File: src/rtl/ascon_text_unpacker_pkg.sv
`default_nettype none
// ============================================================================
//  Module   : ascon_text_unpacker_pkg
//  Brief    : Shared types and helpers for the ASCON output-block unpacker.
//  Revision : 1.0  initial release
// ============================================================================
package ascon_text_unpacker_pkg;

    localparam int LEN_W = 7;

    typedef enum logic [2:0] {
        IDLE     = 3'd0,
        WAIT_BLK = 3'd1,
        SEND_HI  = 3'd2,
        SEND_LO  = 3'd3,
        DONE     = 3'd4
    } unpack_state_t;

    // Number of 32-bit words needed to carry size bytes, i.e. ceil(size/4).
    function automatic logic [LEN_W-1:0] len_in_words(input logic [LEN_W-1:0] size);
        logic [LEN_W:0] sum;
        sum = {1'b0, size} + (LEN_W+1)'(3);
        return LEN_W'(sum >> 2);
    endfunction

    function automatic logic [3:0] tail_mask(input logic [1:0] rem);
        logic [3:0] mask;
        case (rem)
            2'd1:    mask = 4'h8;
            2'd2:    mask = 4'hC;
            2'd3:    mask = 4'hE;
            default: mask = 4'hF;
        endcase
        return mask;
    endfunction

    // Mask bit 3 governs bits [31:24], the first byte on the wire.
    function automatic logic [31:0] trim_word(input logic [31:0] data, input logic [3:0] mask);
        logic [31:0] out;
        out = 32'h0;
        for (int i = 0; i < 4; i++) begin
            if (mask[i]) out[8*i +: 8] = data[8*i +: 8];
        end
        return out;
    endfunction

endpackage
`default_nettype wire

File: src/rtl/ascon_text_unpacker_if.sv
`default_nettype none
// ============================================================================
//  Module   : ascon_text_unpacker_if
//  Brief    : Control, core-side block and host-side word signals of the unpacker.
//  Revision : 1.0  initial release
// ============================================================================
interface ascon_text_unpacker_if #(
    parameter int SIZE_W = 7
);
    logic              start_i;
    logic [SIZE_W-1:0] text_size_i;
    logic              blk_valid_i;
    logic [63:0]       blk_data_i;
    logic              blk_ready_o;
    logic              word_valid_o;
    logic [31:0]       word_data_o;
    logic [3:0]        word_vld_byte_o;
    logic              word_last_o;
    logic              word_ready_i;
    logic              busy_o;
    logic              done_o;

    modport master (
        output start_i, text_size_i, blk_valid_i, blk_data_i, word_ready_i,
        input  blk_ready_o, word_valid_o, word_data_o, word_vld_byte_o,
               word_last_o, busy_o, done_o
    );

    modport slave (
        input  start_i, text_size_i, blk_valid_i, blk_data_i, word_ready_i,
        output blk_ready_o, word_valid_o, word_data_o, word_vld_byte_o,
               word_last_o, busy_o, done_o
    );
endinterface
`default_nettype wire

File: src/rtl/ascon_text_unpacker.sv
`default_nettype none
// ============================================================================
//  Module   : ascon_text_unpacker
//  Brief    : Splits 64-bit ASCON output blocks into a trimmed 32-bit word stream.
//  Revision : 1.0  initial release
// ============================================================================
module ascon_text_unpacker
    import ascon_text_unpacker_pkg::*;
#(
    parameter int SIZE_W = 7
) (
    input  wire logic             clk,
    input  wire logic             rst_n,
    ascon_text_unpacker_if.slave  bus
);

    unpack_state_t    state, next_state;
    logic [63:0]      blk_buf;
    logic [LEN_W-1:0] words_left;
    logic [1:0]       tail_rem;
    logic             empty_hold;

    logic [LEN_W-1:0] words_total;
    logic             size_zero;
    logic             blk_ready;
    logic             word_valid;
    logic             word_last;
    logic             done;
    logic [31:0]      half;
    logic [3:0]       mask;

    assign words_total = len_in_words(LEN_W'(bus.text_size_i));
    assign size_zero   = (bus.text_size_i == '0);

    always_comb begin
        next_state = state;
        blk_ready  = 1'b0;
        word_valid = 1'b0;
        done       = 1'b0;
        half       = 32'h0;
        case (state)
            IDLE: begin
                if (bus.start_i) next_state = size_zero ? DONE : WAIT_BLK;
            end
            WAIT_BLK: begin
                blk_ready = 1'b1;
                if (bus.blk_valid_i) next_state = SEND_HI;
            end
            SEND_HI: begin
                word_valid = 1'b1;
                half       = blk_buf[63:32];
                if (bus.word_ready_i) next_state = (words_left == LEN_W'(1)) ? DONE : SEND_LO;
            end
            SEND_LO: begin
                word_valid = 1'b1;
                half       = blk_buf[31:0];
                if (bus.word_ready_i) next_state = (words_left == LEN_W'(1)) ? DONE : WAIT_BLK;
            end
            DONE: begin
                // An empty message idles here one extra cycle before signalling completion.
                if (!empty_hold) begin
                    done       = 1'b1;
                    next_state = IDLE;
                end
            end
            default: next_state = IDLE;
        endcase
    end

    assign word_last = word_valid && (words_left == LEN_W'(1));
    assign mask      = !word_valid ? 4'h0 : (word_last ? tail_mask(tail_rem) : 4'hF);

    always_ff @(posedge clk or negedge rst_n) begin
        if (!rst_n) begin
            state      <= IDLE;
            blk_buf    <= 64'h0;
            words_left <= '0;
            tail_rem   <= 2'd0;
            empty_hold <= 1'b0;
        end else begin
            state <= next_state;
            case (state)
                IDLE: begin
                    if (bus.start_i) begin
                        tail_rem   <= bus.text_size_i[1:0];
                        words_left <= words_total;
                        empty_hold <= size_zero;
                    end
                end
                WAIT_BLK: begin
                    if (bus.blk_valid_i) blk_buf <= bus.blk_data_i;
                end
                SEND_HI, SEND_LO: begin
                    if (bus.word_ready_i) words_left <= words_left - LEN_W'(1);
                end
                DONE: empty_hold <= 1'b0;
                default: ;
            endcase
        end
    end

    assign bus.blk_ready_o     = blk_ready;
    assign bus.word_valid_o    = word_valid;
    assign bus.word_data_o     = trim_word(half, mask);
    assign bus.word_vld_byte_o = mask;
    assign bus.word_last_o     = word_last;
    assign bus.busy_o          = (state != IDLE);
    assign bus.done_o          = done;

endmodule
`default_nettype wire

File: src/flat_wrapper.sv
// flat-port wrapper written by rule: the top's interface ports become plain ports
module ascon_text_unpacker_flat import ascon_text_unpacker_pkg::*;
#(
    parameter int SIZE_W = 7
)
  (clk, rst_n, bus_start_i, bus_text_size_i, bus_blk_valid_i, bus_blk_data_i, bus_word_ready_i, bus_blk_ready_o, bus_word_valid_o, bus_word_data_o, bus_word_vld_byte_o, bus_word_last_o, bus_busy_o, bus_done_o);
  ascon_text_unpacker_if #(.SIZE_W(SIZE_W)) bus_i ();
  input  wire logic clk;
  input  wire logic rst_n;
  input wire logic [$bits(bus_i.start_i)-1:0] bus_start_i;
  input wire logic [$bits(bus_i.text_size_i)-1:0] bus_text_size_i;
  input wire logic [$bits(bus_i.blk_valid_i)-1:0] bus_blk_valid_i;
  input wire logic [$bits(bus_i.blk_data_i)-1:0] bus_blk_data_i;
  input wire logic [$bits(bus_i.word_ready_i)-1:0] bus_word_ready_i;
  output wire logic [$bits(bus_i.blk_ready_o)-1:0] bus_blk_ready_o;
  output wire logic [$bits(bus_i.word_valid_o)-1:0] bus_word_valid_o;
  output wire logic [$bits(bus_i.word_data_o)-1:0] bus_word_data_o;
  output wire logic [$bits(bus_i.word_vld_byte_o)-1:0] bus_word_vld_byte_o;
  output wire logic [$bits(bus_i.word_last_o)-1:0] bus_word_last_o;
  output wire logic [$bits(bus_i.busy_o)-1:0] bus_busy_o;
  output wire logic [$bits(bus_i.done_o)-1:0] bus_done_o;
  assign bus_i.start_i = bus_start_i;
  assign bus_i.text_size_i = bus_text_size_i;
  assign bus_i.blk_valid_i = bus_blk_valid_i;
  assign bus_i.blk_data_i = bus_blk_data_i;
  assign bus_i.word_ready_i = bus_word_ready_i;
  assign bus_blk_ready_o = bus_i.blk_ready_o;
  assign bus_word_valid_o = bus_i.word_valid_o;
  assign bus_word_data_o = bus_i.word_data_o;
  assign bus_word_vld_byte_o = bus_i.word_vld_byte_o;
  assign bus_word_last_o = bus_i.word_last_o;
  assign bus_busy_o = bus_i.busy_o;
  assign bus_done_o = bus_i.done_o;
  ascon_text_unpacker #(.SIZE_W(SIZE_W)) u_core (.clk(clk), .rst_n(rst_n), .bus(bus_i));
endmodule
File: config.mk
export PLATFORM = sky130hd
export DESIGN_NAME = ascon_text_unpacker_flat
export DESIGN_NICKNAME = d
export VERILOG_FILES = /design/src/rtl/ascon_text_unpacker_pkg.sv /design/src/rtl/ascon_text_unpacker_if.sv /design/src/rtl/ascon_text_unpacker.sv /design/src/flat_wrapper.sv
export SDC_FILE = /design/constraint.sdc
export NUM_CORES = 1
export LEC_CHECK = 0
export CORE_UTILIZATION = 30
export CTS_CLUSTER_DIAMETER = 120
export DETAILED_ROUTE_END_ITERATION = 10
export GPL_TIMING_DRIVEN = 0
export PLACE_DENSITY = 0.65
export SLEW_MARGIN = 0
export SYNTH_ARGS = -nofsm -noshare
export SYNTH_HDL_FRONTEND = slang
export SYNTH_SLANG_ARGS = --single-unit
File: constraint.sdc
create_clock -name clk -period 2.65 [get_ports clk]
set_input_delay 0.53 -clock clk [delete_from_list [all_inputs] [get_ports clk]]
set_output_delay 0.53 -clock clk [all_outputs]
set_load 0.02 [all_outputs]
After elaboration in Yosys (flattened, before gate mapping). Index checks and enable logic that the tools add are counted.

RAM bits: 0. Input port bits: 76. ROM bits: 0. Memories: 0. Bits in registers: 77. Bits in latches: 0. Logic and storage cells: 59.

Shift-type cells: 0. $mul: 0. Mux-type cells: 26. Reduce and logical (&&, ||, !) cells: 12. Magnitude comparators: 0. Add/subtract/negate cells: 2. Divide/modulo/power cells: 0. Bitwise operators: 0. Eq/ne operators: 14.

Operators with widths (count): $pmux W32 S2 (1); $mux W8 (4); $mux W3 (9); $pmux W3 S5 (1); $mux W7 (2); $pmux W7 S2 (1); $ne A2 B2 Y1 const B (5); $pmux W3 S3 (1); $add A7 B2 Y8 const B (1); $eq A7 B1 Y1 const B (1); $logic_not A7 Y1 (1); $sub A7 B1 Y7 const B (1); $eq A3 B2 Y1 const B (2); $reduce_and A2 Y1 (3); $mux W1 (5); $reduce_and A5 Y1 (1); $eq A2 B2 Y1 const B (2); $mux W4 (1); $reduce_bool A2 Y1 (2); $eq A3 B1 Y1 const B (1); $eq A3 B3 Y1 const B (1); $logic_not A3 Y1 (1); $reduce_and A3 Y1 (1); $reduce_bool A3 Y1 (1); other kinds (5) (5).

Longest topological paths before layout.
Depth after elaboration: 7. Mapped depth: 7. Mapped depth without buffers: 6.

Worst setup path after synthesis. No wires, ideal clock.

Path type: reg2out. Start point: register u_core.state[2]. End point: output port bus_word_data_o[0]. Stages on the path, launching flop included: 7. Required time: 2120 ps. Setup slack: 458 ps. Arrival time: 1662 ps. Path through: dfrtp_1 > clkbuf_1 > or2b_1 > buf_2 > inv_2 > o21ai_1 > nor2_1.

Cells in the longest elaborated chain, start to end: 7. Elaborated cells on any way between the ends: 9. Classes of those cells: eq/ne: 2; mux: 5; reduce/logical: 2.

Ends and longest elaborated chain: start, declared (line ascon_text_unpacker.sv:17) `unpack_state_t state, next_state;`; start signal, assigned (line ascon_text_unpacker.sv:81) `state <= next_state;`; $eq A3 B2 Y1 (line ascon_text_unpacker.sv:41) `case (state)`; $reduce_or A2 Y1 (no line) *; $mux W1 * (line ascon_text_unpacker.sv:41); via bus_word_valid_o (line flat_wrapper.sv:16) `output wire logic [$bits(bus_i.word_valid_o)-1:0] bus_word_valid_o;`; $logic_and A1 B1 Y1 (line ascon_text_unpacker.sv:70) `assign word_last = word_valid && (words_left == LEN_W'(1));`; $mux W3 (line ascon_text_unpacker.sv:71) `assign mask = !word_valid ? 4'h0 : (word_last ? tail_mask(tail_rem) : 4'hF);`; $mux W4 * (line ascon_text_unpacker.sv:71); $mux W8 * (line ascon_text_unpacker_pkg.sv:42) `if (mask[i]) out[8*i +: 8] = data[8*i +: 8];`; end, declared (line flat_wrapper.sv:17) `output wire logic [$bits(bus_i.word_data_o)-1:0] bus_word_data_o;`.

Mark *: on every way through the listed nets, which the timed path passes. The rest lies on a longest branch.

Worst setup path in the final report.
Start point: register u_core.words_left[2]. End point: output port bus_word_data_o[18].

Cells in the longest elaborated chain, start to end: 5.

Ends and longest elaborated chain: start, declared (line ascon_text_unpacker.sv:19) `logic [LEN_W-1:0] words_left;`; start signal, assigned (line ascon_text_unpacker.sv:86) `words_left <= words_total;`; start signal, assigned (line ascon_text_unpacker.sv:94) `if (bus.word_ready_i) words_left <= words_left - LEN_W'(1);`; $eq A7 B1 Y1 (line ascon_text_unpacker.sv:70); $logic_and A1 B1 Y1 (line ascon_text_unpacker.sv:70); $mux W3 (line ascon_text_unpacker.sv:71); $mux W4 (line ascon_text_unpacker.sv:71); $mux W8 (line ascon_text_unpacker_pkg.sv:42).

Every way passes these cells.

==> reports/results.ini <==
[timing]
period_share_pct = 101
hold_viol = 0
tns_ns = -0.0891
slew_headroom_pct = 58.0
whs_ns = 0.170
setup_violations = 9
rsz0062_at_grt = yes
slew_violations = 0
setup_ws_ns = -0.0191
tightestPinTransition_ns = 0.630
min_period_ns = 2.67
finClkSkew_ns = 0.00503
timing.fmax_mhz = 375

[hold_path]
hold_path_class = primary input to async pin

[route]
wire_per_inst_um = 15.5
wl_um = 9840
ant_nets = 0
drt_first_iter_violations = 100
drc = 0
num_vias = 2940
dr.pass1.iters = 4
via_per_inst = 4.64

[cells_and_area]
drive_above_1_share_pct = 33.3
fillers = 1213
stdcell_area_um2 = 5720
final_cell_mix = clkdlybuf4s50_1 (77), dfrtp_1 (74), mux2_2 (67)
mostFrequentLayoutCell = clkdlybuf4s50_1
fin_util_pct = 45.3
syn_to_final_growth_pct = 47.8
nets = 538
insertedDiodeCount = 0

[power_and_ir_drop]
combPwrFrac_pct = 49.9
power_per_cell_area_nw_per_um2 = 1270
cellLeakagePower_nw = 2.55
p_sw_mw = 2.65
power_mw = 7.25
swShare_pct = 36.6
ir_drop_v = 0.000712
p_clk_share_pct = 20.8
intPower_mw = 4.60
seqPwrFrac_pct = 29.2

[clocking]
hold_buffers = 0
cts_max_path_buffers = 2
cts_buffers = 9
htreeDepth = 3
clock_sinks = 77
cts_tree = done
clk_pin_slew_worst_paths_ns = 0.06
cts_root_buf = clkbuf_16
clkLatencyLatePin_ns = 0.33

[logic_synthesis]
yosysSeqAreaShare_pct = 49.8
syn_area_um2 = 3870
synth_fp_nets = 401
ys_types = 42
syn_avg_cell_area_um2 = 12.1
ys_ff_latch = 77
synth_cells = 321
yosys_warnings = 0

[placement]
dp_hpwl_um = 6790
placed_area_um2 = 5260
gp_congestion = 0.832
port_buffers = 116

[worst_setup_path]
critPathArrivalTime_ns = 2.14
critPathRequiredTime_ns = 2.12
crit_path_end_kind = primary output
r2r_start = u_core.state[2]$_DFFE_PN0P_
rrSetupSlack_ns = 0.48
critPathLaunch = u_core.words_left[2]$_DFFE_PN0P_
start_kind = flip-flop
cp_max_fo = 5
critical_path_class = flip-flop to primary output

[grt]
grt_pass1_vias = 3204
antenna_found_initial = 0
grt_max_degree = 41
grt_pass1_wl_um = 16100
grt_util_all_layers_pct = 15.9
overflow = 0

[floorplan]
rows = 41
die_area_um2 = 13400
core_um2 = 12600
start_util_pct = 30.7
dieHeight_um = 116
ioPinCount = 117
fp.dieW_um = 116

[outcome]
status = complete, but fails checks
violations = negative setup slack

[run]
drv_cap = 0

routing by layer:
layer / part of all wire (%) / GRT usage [%] / routed length, um
met5: 0 / 0 / 0
met2: 49 / 26.6 / 4860
met3: 5.8 / 4.71 / 574
met4: 1.3 / 5.54 / 132
met1: 43 / 19.4 / 4270
registers in the layout (all words and copies together) (netlist names):
name               count
u_core.words_left      7
u_core.tail_rem        2
u_core.empty_hold      1
u_core.blk_buf        64
u_core.state           3
area by class of cell:
| class | count | area (um2) | area share, % |
|---|---|---|---|
| sequential | 77 | 1930 | 33.8 |
| multi-input combinational | 214 | 1830 | 31.9 |
| clock buffer | 11 | 243 | 4.24 |
| tap | 172 | 215 | 3.76 |
| buffer | 17 | 146 | 2.56 |
| timing repair buffer | 127 | 1190 | 20.8 |
| clock inverter | 4 | 120 | 2.10 |
| inverter | 12 | 47.5 | 0.831 |
worst max-delay path: stages, from the launching register on:
cell     delay (ns)
dfrtp_2        0.43
or4_4          0.56
nor3b_4        0.22
a21o_1         0.23
buf_6          0.17
nor2_2         0.06
buf_6          0.13
final timing paths:
check,depth (start not counted),end
max reg2reg,4,u_core.blk_buf[43]$_DFFE_PN0P_
min,1,u_core.blk_buf[35]$_DFFE_PN0P_
max,6,bus_word_data_o[18]
min reg2reg,1,u_core.blk_buf[56]$_DFFE_PN0P_
max in group asynchronous,2,u_core.words_left[2]$_DFFE_PN0P_
min in group clk,1,u_core.blk_buf[56]$_DFFE_PN0P_
synthesized netlist by cell type, drive strengths merged:
library cell   n  area (um2)
dfrtp         77        1930
mux2          67         754
nor2          40         153
mux2i         34         340
buf           16         128
inv           12        45.0
nand2         11        41.3
o21ai         10        50.0
a21oi          4        20.0
ha             4        50.1
nor3           4        20.0
or3            4        25.0
a21o           3        22.5
a31oi          3        18.8
o221ai         3        26.3
a2bb2oi        2        17.5
clkbuf         2        7.51
nor4           2        12.5
o31ai          2        15.0
or2            2        12.5
xnor2          2        17.5
xor2           2        17.5
a2111oi        1        27.5
a22oi          1        7.51
and2           1        6.26
and4           1        8.76
nand3          1        5.00
nand3b         1        7.51
nand4          1        6.26
nor2b          1        6.26
nor3b          1        12.5
o2111a         1        11.3
o211ai         1        7.51
or2b           1        7.51
or3b           1        11.3
or4            1        11.3
or4bb          1        11.3
power by group through the flow:
stage               Clock, mW  Sequential (mW)  Combinational (mW)
global placement            0             2.10                3.53
CTS                      1.55             2.12                3.60
finish                   1.51             2.12                3.62
floorplan                   0             2.03                2.31
detailed placement          0             2.14                3.57
global route             1.60             2.20                3.95
logic make-up after synthesis:
group | share of synthesized area [%]
multiplexers | 28.3
AO/OA/AOI/OAI | 5.79
adder cells (fa/ha/maj) | 1.29
buffers and inverters | 4.66
AND/OR/NAND/NOR | 9.25
flip-flops | 49.8
XOR/XNOR | 0.906
through the flow:
| step | instances | worst slack, ns |
|---|---|---|
| floorplan | 321 | 0.458 |
| global placement | 609 | -1.74 |
| detailed placement | 610 | -0.374 |
| CTS | 631 | -0.0810 |
| global route | 634 | -0.101 |
| finish | 634 | -0.0191 |
timing repair:
item / 4_1_cts / 5_1_grt
endpoints found under the setup margin: 38 / 36
resized for setup: 127 / 23
pin swaps: 9 / 4
buffers inserted: 6 / 3
gates cloned: 1 / 0
(Power assumes the default switching activity.)
